## src/rtl/muldiv_unit.sv

```systemverilog
// muldiv_unit: iterative radix-2 multiply / restoring divide unit holding HI/LO.
// Operates on magnitudes and applies sign correction in a single FIX cycle.
module muldiv_unit #(
    parameter int WIDTH = 32,
    parameter int CW = $clog2(WIDTH) + 1
) (
    input  logic             clk,
    input  logic             reset,
    input  logic             start,
    input  logic [1:0]       op,
    input  logic [WIDTH-1:0] srca,
    input  logic [WIDTH-1:0] srcb,
    input  logic             mthi,
    input  logic             mtlo,
    input  logic             cancel,
    output logic             busy,
    output logic             done,
    output logic [WIDTH-1:0] hi,
    output logic [WIDTH-1:0] lo
);
    typedef enum logic [1:0] {IDLE, MUL, DIV, FIX} state_t;
    state_t state;
    logic [CW-1:0] cnt;
    logic [WIDTH-1:0] opnd;
    logic [2*WIDTH-1:0] acc;
    logic is_div, qsign, rsign;
    logic sa, sb;
    logic [WIDTH-1:0] mag_a, mag_b, quo, rem;
    logic [WIDTH:0] mul_sum, div_sh, div_diff;
    logic [2*WIDTH-1:0] mul_step, div_step, prod;
    always_comb begin
        sa = op[0] & srca[WIDTH-1];
        sb = op[0] & srcb[WIDTH-1];
        mag_a = sa ? -srca : srca;
        mag_b = sb ? -srcb : srcb;
        // mul: acc = {partial sum, remaining multiplier bits}
        mul_sum = {1'b0, acc[2*WIDTH-1:WIDTH]} + (acc[0] ? {1'b0, opnd} : '0);
        mul_step = {mul_sum, acc[WIDTH-1:1]};
        // div: acc = {remainder, dividend/quotient}; bit WIDTH of diff is the borrow
        div_sh = acc[2*WIDTH-1:WIDTH-1];
        div_diff = div_sh - {1'b0, opnd};
        div_step = div_diff[WIDTH] ? {div_sh[WIDTH-1:0], acc[WIDTH-2:0], 1'b0}
                                   : {div_diff[WIDTH-1:0], acc[WIDTH-2:0], 1'b1};
        prod = qsign ? -acc : acc;
        quo = qsign ? -acc[WIDTH-1:0] : acc[WIDTH-1:0];
        rem = rsign ? -acc[2*WIDTH-1:WIDTH] : acc[2*WIDTH-1:WIDTH];
    end
    always_ff @(posedge clk) begin
        if (!reset) begin
            state <= IDLE;
            busy <= 1'b0;
            done <= 1'b0;
            cnt <= '0;
            opnd <= '0;
            acc <= '0;
            is_div <= 1'b0;
            qsign <= 1'b0;
            rsign <= 1'b0;
            hi <= '0;
            lo <= '0;
        end else begin
            done <= 1'b0;
            case (state)
                IDLE: begin
                    if (!cancel && start) begin
                        busy <= 1'b1;
                        is_div <= op[1];
                        cnt <= CW'(WIDTH);
                        if (op[1] && srcb == '0) begin
                            state <= FIX;
                            acc <= {srca, {WIDTH{1'b1}}};
                            qsign <= 1'b0;
                            rsign <= 1'b0;
                        end else begin
                            state <= op[1] ? DIV : MUL;
                            opnd <= op[1] ? mag_b : mag_a;
                            acc <= {{WIDTH{1'b0}}, op[1] ? mag_a : mag_b};
                            qsign <= sa ^ sb;
                            rsign <= sa;
                        end
                    end else if (!cancel) begin
                        if (mthi) hi <= srca;
                        if (mtlo) lo <= srca;
                    end
                end
                MUL, DIV: begin
                    if (cancel) begin
                        state <= IDLE;
                        busy <= 1'b0;
                    end else begin
                        acc <= state == DIV ? div_step : mul_step;
                        cnt <= cnt - CW'(1);
                        if (cnt == CW'(1)) state <= FIX;
                    end
                end
                FIX: begin
                    state <= IDLE;
                    busy <= 1'b0;
                    if (!cancel) begin
                        done <= 1'b1;
                        {hi, lo} <= is_div ? {rem, quo} : prod;
                    end
                end
            endcase
        end
    end
endmodule

```

## config.mk

```make
export PLATFORM = sky130hd
export DESIGN_NAME = muldiv_unit
export DESIGN_NICKNAME = d
export VERILOG_FILES = /design/src/rtl/muldiv_unit.sv
export SDC_FILE = /design/constraint.sdc
export NUM_CORES = 1
export LEC_CHECK = 0
export CORE_ASPECT_RATIO = 1.4
export CORE_MARGIN = 4
export CORE_UTILIZATION = 45
export CTS_CLUSTER_DIAMETER = 80
export DETAILED_ROUTE_END_ITERATION = 10
export PLACE_DENSITY_LB_ADDON = 0.25
export SYNTH_ARGS = -nofsm -noshare
export SYNTH_HDL_FRONTEND = slang
export SYNTH_SLANG_ARGS = --single-unit
```

## constraint.sdc

```tcl
create_clock -name clk -period 8.15 [get_ports clk]
set_clock_uncertainty 0.05 [all_clocks]
set_input_delay 0.815 -clock clk [delete_from_list [all_inputs] [get_ports clk]]
set_output_delay 0.815 -clock clk [all_outputs]
set_load 0.005 [all_outputs]
```

==> run_results.csv, run 1 <==
group,metric,value,unit
logic_synthesis,synth.top_cells.by_area,"dfxtp_1 22%, a21oi_1 8.6%, nor2_1 6.3%, ha_1 5.9%, o21ai_0 5.6%",
global_routing,gr-usage-met3,0.0462,
cells_and_area,layout-drive-gt1-share,0.0492,
logic_synthesis,synth_top_family_by_area,"compound AO/OA/AOI/OAI gates",
timing,worstMarginPinSlew,1.25,ns
die,fp.dieW,164,um
cells_and_area,fillers,3356,
clocking,numCtsBuffers,17,
setup_path,crit_type,"register to register",
logic_synthesis,yosysTopAreaCellShare,0.224,
status,status,"finished, final reports clean",
logic_synthesis,yosys.area_share.adder,0.0618,
cells_and_area,multi_input_area,11200,um2
setup_path,critPathLaunchType,"register",
global_routing,first_global_vias,16300,
cells_and_area,stdcell_count,2648,
power_and_ir_drop,combPwrFrac,0.593,
global_routing,use_met2,0.595,
setup_path,cp_data_arrival_time,5.07,ns
setup_path,critPathRequiredTime,8.42,ns
clocking,clk_latency,0.46,ns
cells_and_area,register_area,3460,um2
drt,drt.antenna.violating_nets,0,
logic_synthesis,yosysSeqAreaShare,0.224,
cells_and_area,area_growth,14.0,%
cells_and_area,fin_nets,2331,
logic_synthesis,ys_ff_latch,173,
logic_synthesis,synthMuxAreaShare,0.0453,
logic_synthesis,yosysMostFrequentCell,"a21oi_1",
cells_and_area,final_util,0.519,
power_and_ir_drop,powerDensity,296,nW/um2
logic_synthesis,synth_area_leader_cell,"dfxtp_1",
clocking,holdBufCountCts,0,
setup_path,slowest_stage,"nand2_1",
logic_synthesis,synth_warnings,0,
timing,slew_viol_final,0,
drt,wire_per_inst,25.6,um
logic_synthesis,netlist_area,15400,um2
clocking,clk_pin_slew,0.08,ns
setup_path,path_cells,"inv_1, fa_1, nand2b_1, a21oi_1, o211ai_1, a211o_1, a211oi_1, or4_1, nand2_1, a2111oi_0, a211oi_1",
logic_synthesis,syn_area_per_cell,7.15,um2
die,num_io_pins,138,
timing,slew_headroom,0.168,
clocking,cts-root-buf,"clkbuf_16",
timing,fin_crit,4.81,ns
logic_synthesis,yosys.area_share.simple,0.205,
logic_synthesis,ys_top_cells_by_count,"264 x a21oi_1, 259 x nor2_1, 180 x nand2_1",
timing,tns,0,ns
logic_synthesis,synth-xor-area-share,0.0965,
power_and_ir_drop,internal_power,0.00254,W
drt,wl,67800,um
power_and_ir_drop,p_switching,0.00266,W
logic_synthesis,synth_flop_cell,"dfxtp_1",
global_routing,grt_pass1_wl,99400,um
power_and_ir_drop,seq_power_share,0.237,
place,portBuffers,137,
place,gp_congestion,0.977,
drt,via_per_inst,6.55,
drt,firstDrtPassIters,6,
die,die_area,37400,um2
setup_path,path_common_cell,"a211oi_1",
power_and_ir_drop,power_leakage,6.69,nW
power_and_ir_drop,vdd_drop_max,0.313,mV
place,dp_cells,2616,
die,die_h,227,um
run,maxCapViolCount,0,
setup_path,cp_max_fo,17,
power_and_ir_drop,clkPwrFrac,0.170,
global_routing,grt.busiest_layer,"met2",
drt,drcViolationCount,0,
global_routing,use_met1,0.393,
setup_path,critPathMaxStageDelay,0.61,ns
clocking,cts_buffer_depth,2,
clocking,cts_sinks,173,
drt,drt_iter0_drc,1987,
global_routing,grt_max_degree,81,
clocking,post_cts_resized,0,
global_routing,grt_usage,0.351,
clocking,post-cts-setup-buffers,0,
clocking,cts_max_level,4,
timing,setup_viol,0,
global_routing,overflow,0,
cells_and_area,diodes,0,
die,fp.coreArea,33900,um2
logic_synthesis,synth_nets,2306,
timing,rsz0062_at_grt,"false",
logic_synthesis,synth_edf_count,0,
power_and_ir_drop,switching_share,0.511,
die,start_util,0.455,
timing,max_freq,0.208,GHz
setup_path,endpoint_kind,"register",
global_routing,antenna_found_initial,1,
die,num_rows,80,
min_path,hp-class,"register to register",
logic_synthesis,synthDistinctLibCells,70,
logic_synthesis,netlist_instances,2159,
timing,hold_viol,0,
place,hpwl,51400,um
logic_synthesis,synth_compound_area_frac,0.313,
drt,vias,17300,
clocking,tritoncts,"yes",
logic_synthesis,async_reset_ff_frac,0,
timing,finalCritPeriodShare,0.590,
==> logic make-up (layout without fill, tap and decap cells) <==
family,Yosys count,in the layout
compound gates,769,769
xor+xnor,170,170
fa+ha+maj,75,75
buf+inv,219,257
flops,173,173
mux,68,68
simple gates,685,685
==> flip-flops by register name, indices dropped and copies added, names as in the netlist <==
register / flops
opnd: 32
done: 1
cnt: 6
qsign: 1
acc: 64
hi: 32
busy: 1
rsign: 1
state: 2
lo: 32
is_div: 1
==> cells in the final DEF (no fill, tap or decap), types with 9 or more instances in the layout <==
cell / netlist / routed
nor3_1: 42 / 42
clkbuf_16: 0 / 17
nand3_1: 47 / 47
a211oi_1: 63 / 63
o21a_1: 12 / 12
a21o_1: 35 / 35
buf_4: 0 / 24
clkdlybuf4s50_1: 0 / 135
or2_2: 11 / 11
or4_1: 19 / 19
a221oi_1: 9 / 9
mux2i_1: 54 / 54
xor2_1: 96 / 96
dfxtp_1: 173 / 173
inv_1: 63 / 62
nor2b_1: 13 / 13
or3_1: 14 / 14
xnor2_1: 74 / 74
ha_1: 73 / 71
o31ai_1: 25 / 24
nand4_1: 18 / 18
nor2_1: 259 / 258
o21bai_1: 12 / 12
o21ai_0: 172 / 172
o221ai_1: 12 / 12
nand2_1: 180 / 179
o211ai_1: 28 / 28
a311oi_1: 15 / 15
nor4_1: 18 / 17
a21oi_1: 264 / 263
o41ai_1: 19 / 19
a211o_1: 12 / 12
and3_1: 12 / 12
nand2b_1: 20 / 20
a31oi_1: 26 / 26
mux2_2: 14 / 14
==> worst max-delay path, delay by kind of cell (launching register included) <==
kind                       cells  cell delay (ns)
and+or+nand+nor                3             1.39
AOI/OAI and AO/OA              6             2.02
adders and majority gates      1             0.46
buffers and inverters          1             0.16
DFF                            1             0.58
==> stage by stage <==
stage               setup WS (ns)  area (um2)  hold slack (ns)  total power [W]
finish                       3.34       17600            0.416          0.00521
global route                 3.07       17600            0.443          0.00546
CTS                          3.44       17600            0.414          0.00511
detailed placement           3.16       17000            0.397          0.00423
global placement             3.26       17000            0.389          0.00421
floorplan                    4.19       15400            0.382          0.00323
==> area by class of cell <==
| type | count | area share |
|---|---|---|
| multi-input combinational | 1767 | 0.635 |
| timing repair buffer | 161 | 0.0876 |
| sequential | 173 | 0.197 |
| tap | 451 | 0.0321 |
| inverter | 64 | 0.0137 |
| clock buffer | 18 | 0.0244 |
| clock inverter | 14 | 0.0105 |
==> worst paths after layout <==
check             cells past startpoint     start  endpoint  slack, ns
setup / recovery                     11   acc[32]   acc[32]       3.34
setup reg to reg                     11   acc[32]   acc[32]       3.34
hold / removal                        2  opnd[20]  opnd[20]       0.42
hold reg to reg                       2  opnd[20]  opnd[20]       0.42
==> power groups by stage <==
stage | Clock (W) | Sequential, W | Combinational (W)
6_report | 0.000887 | 0.00123 | 0.00309
3_3_place_gp | 0 | 0.00124 | 0.00297
4_1_cts | 0.000884 | 0.00122 | 0.00300
5_1_grt | 0.000920 | 0.00124 | 0.00330
2_1_floorplan | 0 | 0.00111 | 0.00212
3_5_place_dp | 0 | 0.00124 | 0.00299
==> layer usage <==
layer / vias up / wire [um]
met1: 8165 / 24200
met2: 935 / 32300
li1: 7937 / -
met3: 301 / 4860
met5: - / 14
met4: 2 / 6500
(Power assumes the default switching activity.)
==> run 2: changes to the inputs <==
Clock period 8.15 ns to 4.65 ns, I/O delays scaled along.
==> run_results.csv, run 2 (synthesis gave the netlist of run 1 again) <==
group,metric,value,unit
setup_path,cp_max_fo,7,
place,gp_congestion,1.00,
drt,wire_per_inst,25.6,um
cells_and_area,layout-drive-gt1-share,0.0773,
run,maxCapViolCount,0,
timing,slew_viol_final,0,
clocking,numCtsBuffers,17,
place,dpl-instance-area,17500,um2
cells_and_area,fin_nets,2399,
drt,wl,69500,um
timing,fin_crit,4.00,ns
global_routing,grt_max_degree,101,
timing,rsz0062_at_grt,"false",
cells_and_area,largest_reg_flops,64,
global_routing,first_global_vias,17000,
timing,hold_viol,0,
drt,drcViolationCount,0,
place,hpwl,52800,um
status,status,"finished, final reports clean",
timing,hold_slack,0.420,ns
timing,worstMarginPinSlew,1.29,ns
timing,setup_viol,0,
setup_path,critPathRequiredTime,4.96,ns
setup_path,cp_data_arrival_time,4.31,ns
power_and_ir_drop,vdd_drop_max,0.321,mV
place,dp_cells,2684,
min_path,hp-class,"register to register",
die,start_util,0.455,
cells_and_area,stdcell_count,2717,
timing,layout_setup_ws,0.645,ns
clocking,cts-root-buf,"clkbuf_16",
clocking,post_cts_resized,0,
die,die_area,37400,um2
die,num_io_pins,138,
global_routing,antenna_found_initial,1,
drt,drt.antenna.violating_nets,0,
drt,vias,17700,
setup_path,crit_type,"register to register",
power_and_ir_drop,power_leakage,7.03,nW
clocking,holdBufCountCts,0,
global_routing,grt_pass1_wl,102000,um
clocking,clk_latency,0.45,ns
place,portBuffers,137,
clocking,clk_pin_slew,0.07,ns
die,num_rows,80,
timing,slew_headroom,0.141,
cells_and_area,finalInstanceArea,18100,um2
die,fp.dieW,164,um
cells_and_area,final_common_cell,"a21oi_1",
clocking,cts_sinks,173,
cells_and_area,mostFrequentLayoutCells,"263 x a21oi_1, 258 x nor2_1, 179 x nand2_1",
drt,drt_iter0_drc,1886,
global_routing,overflow,0,
clocking,post-cts-setup-buffers,0,
die,fp.coreArea,33900,um2
timing,tns,0,ns
setup_path,endpoint_kind,"register",
clocking,cts_max_level,4,
die,die_h,227,um
global_routing,grt_usage,0.360,
timing,max_freq,0.250,GHz
clocking,tritoncts,"yes",
place,place_ws,0.300,ns
cells_and_area,top_register,"acc",
cells_and_area,area_growth,17.4,%
clocking,cts_buffer_depth,2,
power_and_ir_drop,powerDensity,515,nW/um2
timing,finalCritPeriodShare,0.861,
drt,firstDrtPassIters,6,
setup_path,critPathLaunchType,"register",
drt,via_per_inst,6.53,
## run 2: changes by cell type in the layout (fill, tap and decap cells not counted), sizes merged
cell	delta
buf	+68
clkbuf	+2
clkinv	-1
diode	+1
inv	-1
## run 2: critical path, stage by stage, from the launching register on
cell	delay (ns)
dfxtp_1	0.31
inv_1	0.29
ha_1	0.27
fa_1	0.22
nand2b_1	0.17
a21oi_1	0.12
o211ai_1	0.40
a211o_1	0.24
a211oi_1	0.08
buf_4	0.18
nor4_2	0.64
nor2_1	0.21
buf_4	0.24
o221a_2	0.24
a211oi_1	0.25
## run 2: layout make-up
type | count | area (um2)
Sequential cell | 173 | 3460
Clock buffer | 20 | 447
Antenna cell | 1 | 2.50
Multi-Input combinational cell | 1767 | 11200
Timing Repair Buffer | 229 | 2060
Clock inverter | 12 | 160
Tap cell | 451 | 564
Inverter | 64 | 241
Fill cell | 3310 | 15800
## run 2: through the flow
step,power (W),util
floorplan,0.00566,-
global placement,0.00756,0.516
detailed placement,0.00761,0.516
CTS,0.00914,0.534
global route,0.00982,0.534
finish,0.00933,0.534
## run 2: metal layers
layer	GRT usage	wire, um	vias to the layer above
met1	0.387	23700	8313
met5	0	0	-
li1	-	-	8078
met3	0.0670	5620	367
met2	0.603	32500	974
met4	0.313	7560	0
## run 2: worst paths after layout
| kind | cells past startpoint | slack, ns | startpoint | to |
|---|---|---|---|---|
| min | 2 | 0.42 | hi[29] | hi[29] |
| max | 14 | 0.65 | acc[31] | acc[47] |
| min reg2reg | 2 | 0.42 | hi[29] | hi[29] |
| max reg2reg | 14 | 0.65 | acc[31] | acc[47] |
## run 2: power breakdown
part           internal, W  leakage, nW  switching [W]  total [W]
sequential         0.00172         1.41       0.000351    0.00207
combinational      0.00210         5.34        0.00361    0.00571
clock             0.000866        0.284       0.000684    0.00155
==> run 3: changes to the inputs <==
Settings changed: ABC_AREA from default to 1, CORE_UTILIZATION 45 to 50.
==> run_results.csv, run 3 <==
group,metric,value,unit
logic_synthesis,yosysTopAreaCellShare,0.208,
logic_synthesis,netlist_area,19000,um2
logic_synthesis,ys_ff_latch,173,
global_routing,grt_usage,0.434,
clocking,cts-root-buf,"clkbuf_16",
power_and_ir_drop,power_leakage,10.8,nW
setup_path,path_common_cell,"inv_1",
place,gp_congestion,1.14,
clocking,post-cts-setup-buffers,0,
timing,max_freq,0.292,GHz
setup_path,endpoint_kind,"register",
setup_path,critPathMaxStageDelay,0.69,ns
place,hpwl,75800,um
run,maxCapViolCount,0,
global_routing,grt_pass1_wl,136000,um
timing,fin_crit,3.43,ns
setup_path,ff2ff_path_depth,14,
clocking,cts_max_level,4,
cells_and_area,final_util,0.566,
logic_synthesis,netlist_instances,3506,
cells_and_area,area_growth,11.9,%
logic_synthesis,synth_area_leader_cell,"nand2_1",
drt,wl_met1,32200,um
die,num_io_pins,138,
logic_synthesis,syn_area_per_cell,5.43,um2
logic_synthesis,synthDistinctLibCells,55,
setup_path,cp_data_arrival_time,3.78,ns
drt,route.met2.wl,42800,um
cells_and_area,stdcell_count,4057,
timing,worstMarginPinSlew,0.960,ns
timing,slew_headroom,0.356,
clocking,holdBufCountCts,0,
clocking,clk_latency,0.47,ns
setup_path,path_cells,"inv_1, ha_1, buf_4, inv_2, nor2_1, inv_1, o21ai_1, nand2_4, inv_2, nand3_1, inv_1, nand3_1, or2_0, a21oi_1",
min_path,min_from,"rsign",
cells_and_area,final_common_cell,"nand2_1",
drt,vias,24000,
place,portBuffers,137,
power_and_ir_drop,internal_power,0.00615,W
die,num_rows,84,
logic_synthesis,synth.top_cells.by_area,"nand2_1 21%, dfxtp_1 18%, inv_1 9.7%, nor2_1 7.9%, nand3_1 7.3%",
logic_synthesis,synth_warnings,0,
setup_path,cp_max_fo,44,
setup_path,r2r_slack,1.22,ns
global_routing,first_global_vias,22200,
die,fp.dieW,173,um
timing,rsz0062_at_grt,"false",
power_and_ir_drop,switching_share,0.615,
setup_path,reg2reg_to,"cnt[5]",
place,dpl-instance-area,20700,um2
timing,setup_viol,0,
logic_synthesis,ys_top_cells_by_count,"1055 x nand2_1, 493 x inv_1, 399 x nor2_1",
drt,drcViolationCount,0,
power_and_ir_drop,combPwrFrac,0.746,
clocking,tritoncts,"yes",
cells_and_area,layout-drive-gt1-share,0.0511,
logic_synthesis,synth_nets,3653,
global_routing,overflow,0,
cells_and_area,top_register,"acc",
drt,via_per_inst,5.90,
place,dp_cells,4024,
clocking,clk_pin_slew,0.08,ns
setup_path,crit_type,"register to register",
setup_path,critPathLaunchType,"register",
logic_synthesis,async_reset_ff_frac,0,
min_path,hp-class,"register to register",
logic_synthesis,yosysSeqAreaShare,0.182,
setup_path,slowest_stage,"inv_2",
power_and_ir_drop,clkPwrFrac,0.093,
setup_path,rr_startpoint,"state[1]",
global_routing,antenna_found_initial,0,
cells_and_area,mostFrequentLayoutCells,"1055 x nand2_1, 492 x inv_1, 399 x nor2_1",
drt,wl,94100,um
timing,finalCritPeriodShare,0.737,
die,die_h,239,um
logic_synthesis,synth_flop_cell,"dfxtp_1",
power_and_ir_drop,powerDensity,750,nW/um2
min_path,min_path_cells,2,
drt,drt_iter0_drc,2627,
cells_and_area,largest_reg_flops,64,
drt,drt.antenna.violating_nets,0,
die,start_util,0.506,
min_path,min_to,"rsign",
cells_and_area,fin_nets,3717,
clocking,cts_buffer_depth,2,
power_and_ir_drop,seq_power_share,0.161,
power_and_ir_drop,vdd_drop_max,0.591,mV
drt,dr_wl_met3,7650,um
die,fp.coreArea,37600,um2
setup_path,critPathRequiredTime,5.00,ns
drt,dr.max_layer_used,"met4",
global_routing,grt_max_degree,80,
drt,wire_per_inst,23.2,um
logic_synthesis,synth_edf_count,0,
timing,slew_viol_final,0,
clocking,cts_sinks,173,
drt,firstDrtPassIters,6,
cells_and_area,finalInstanceArea,21300,um2
timing,tns,0,ns
timing,hold_viol,0,
status,status,"finished, final reports clean",
logic_synthesis,yosysMostFrequentCell,"nand2_1",
clocking,numCtsBuffers,17,
die,die_area,41300,um2
clocking,post_cts_resized,0,
power_and_ir_drop,p_switching,0.00981,W
[run 3: cell count changes in the layout (fill, tap and decap cells not counted), sizes merged, moves of 32 or more]
cell    delta
buf       -46
nor2     +151
o21ai     +92
xor2      -48
nand2    +898
mux2i     -54
inv      +452
nand3    +234
nand4     +32
xnor2     -56
a211oi    -61
[run 3: worst max path at each step]
stage              from       end  slack [ns]  cells past startpoint
2_1_floorplan    acc[0]   acc[53]        2.20                     21
3_3_place_gp    srcb[0]  opnd[11]        1.27                     15
3_5_place_dp    srcb[0]  opnd[11]        1.25                     15
4_1_cts        state[1]    cnt[5]        1.24                     14
5_1_grt        state[1]    cnt[5]        0.85                     14
6_report       state[1]    cnt[5]        1.22                     14
[run 3: kinds of logic after synthesis]
family,count (synthesis),share of synthesized area
buf+inv,653,0.134
flops,173,0.182
fa+ha+maj,75,0.0501
simple gates,1900,0.420
xor+xnor,66,0.0304
compound gates,639,0.183
[run 3: routing by layer]
metal | global-route usage | up-vias
met1 | 0.465 | 10800
li1 | - | 11300
met3 | 0.0693 | 428
met2 | 0.721 | 1424
met5 | 0 | -
met4 | 0.427 | 0
[run 3: final cells by class]
class	instances	area (um2)
Clock buffer	20	437
Fill cell	4152	16300
Sequential cell	173	3460
Inverter	515	1930
Clock inverter	12	126
Antenna cell	1	2.50
Tap cell	473	592
Timing Repair Buffer	183	1710
Multi-Input combinational cell	2680	13000
[run 3: metrics by stage]
stage	total power, W	hold WS (ns)	worst slack (ns)
floorplan	0.0103	0.397	2.20
global placement	0.0141	0.405	1.27
detailed placement	0.0140	0.410	1.25
CTS	0.0155	0.421	1.24
global route	0.0169	0.440	0.848
finish	0.0160	0.427	1.22
[run 3: worst max-delay path: cells and delay by family, from the launching register on]
family	cells	cell delay (ns)
compound gates	2	0.28
buf+inv	6	1.36
fa+ha+maj	1	0.30
flops	1	0.39
simple gates	5	0.96
[run 3: power by group through the flow]
stage | registers, W | logic, W | clock network (W)
after floorplan | 0.00231 | 0.00795 | 0
after global placement | 0.00256 | 0.0115 | 0
after detailed placement | 0.00256 | 0.0115 | 0
after CTS | 0.00253 | 0.0116 | 0.00147
after global routing | 0.00258 | 0.0128 | 0.00152
final | 0.00257 | 0.0119 | 0.00148
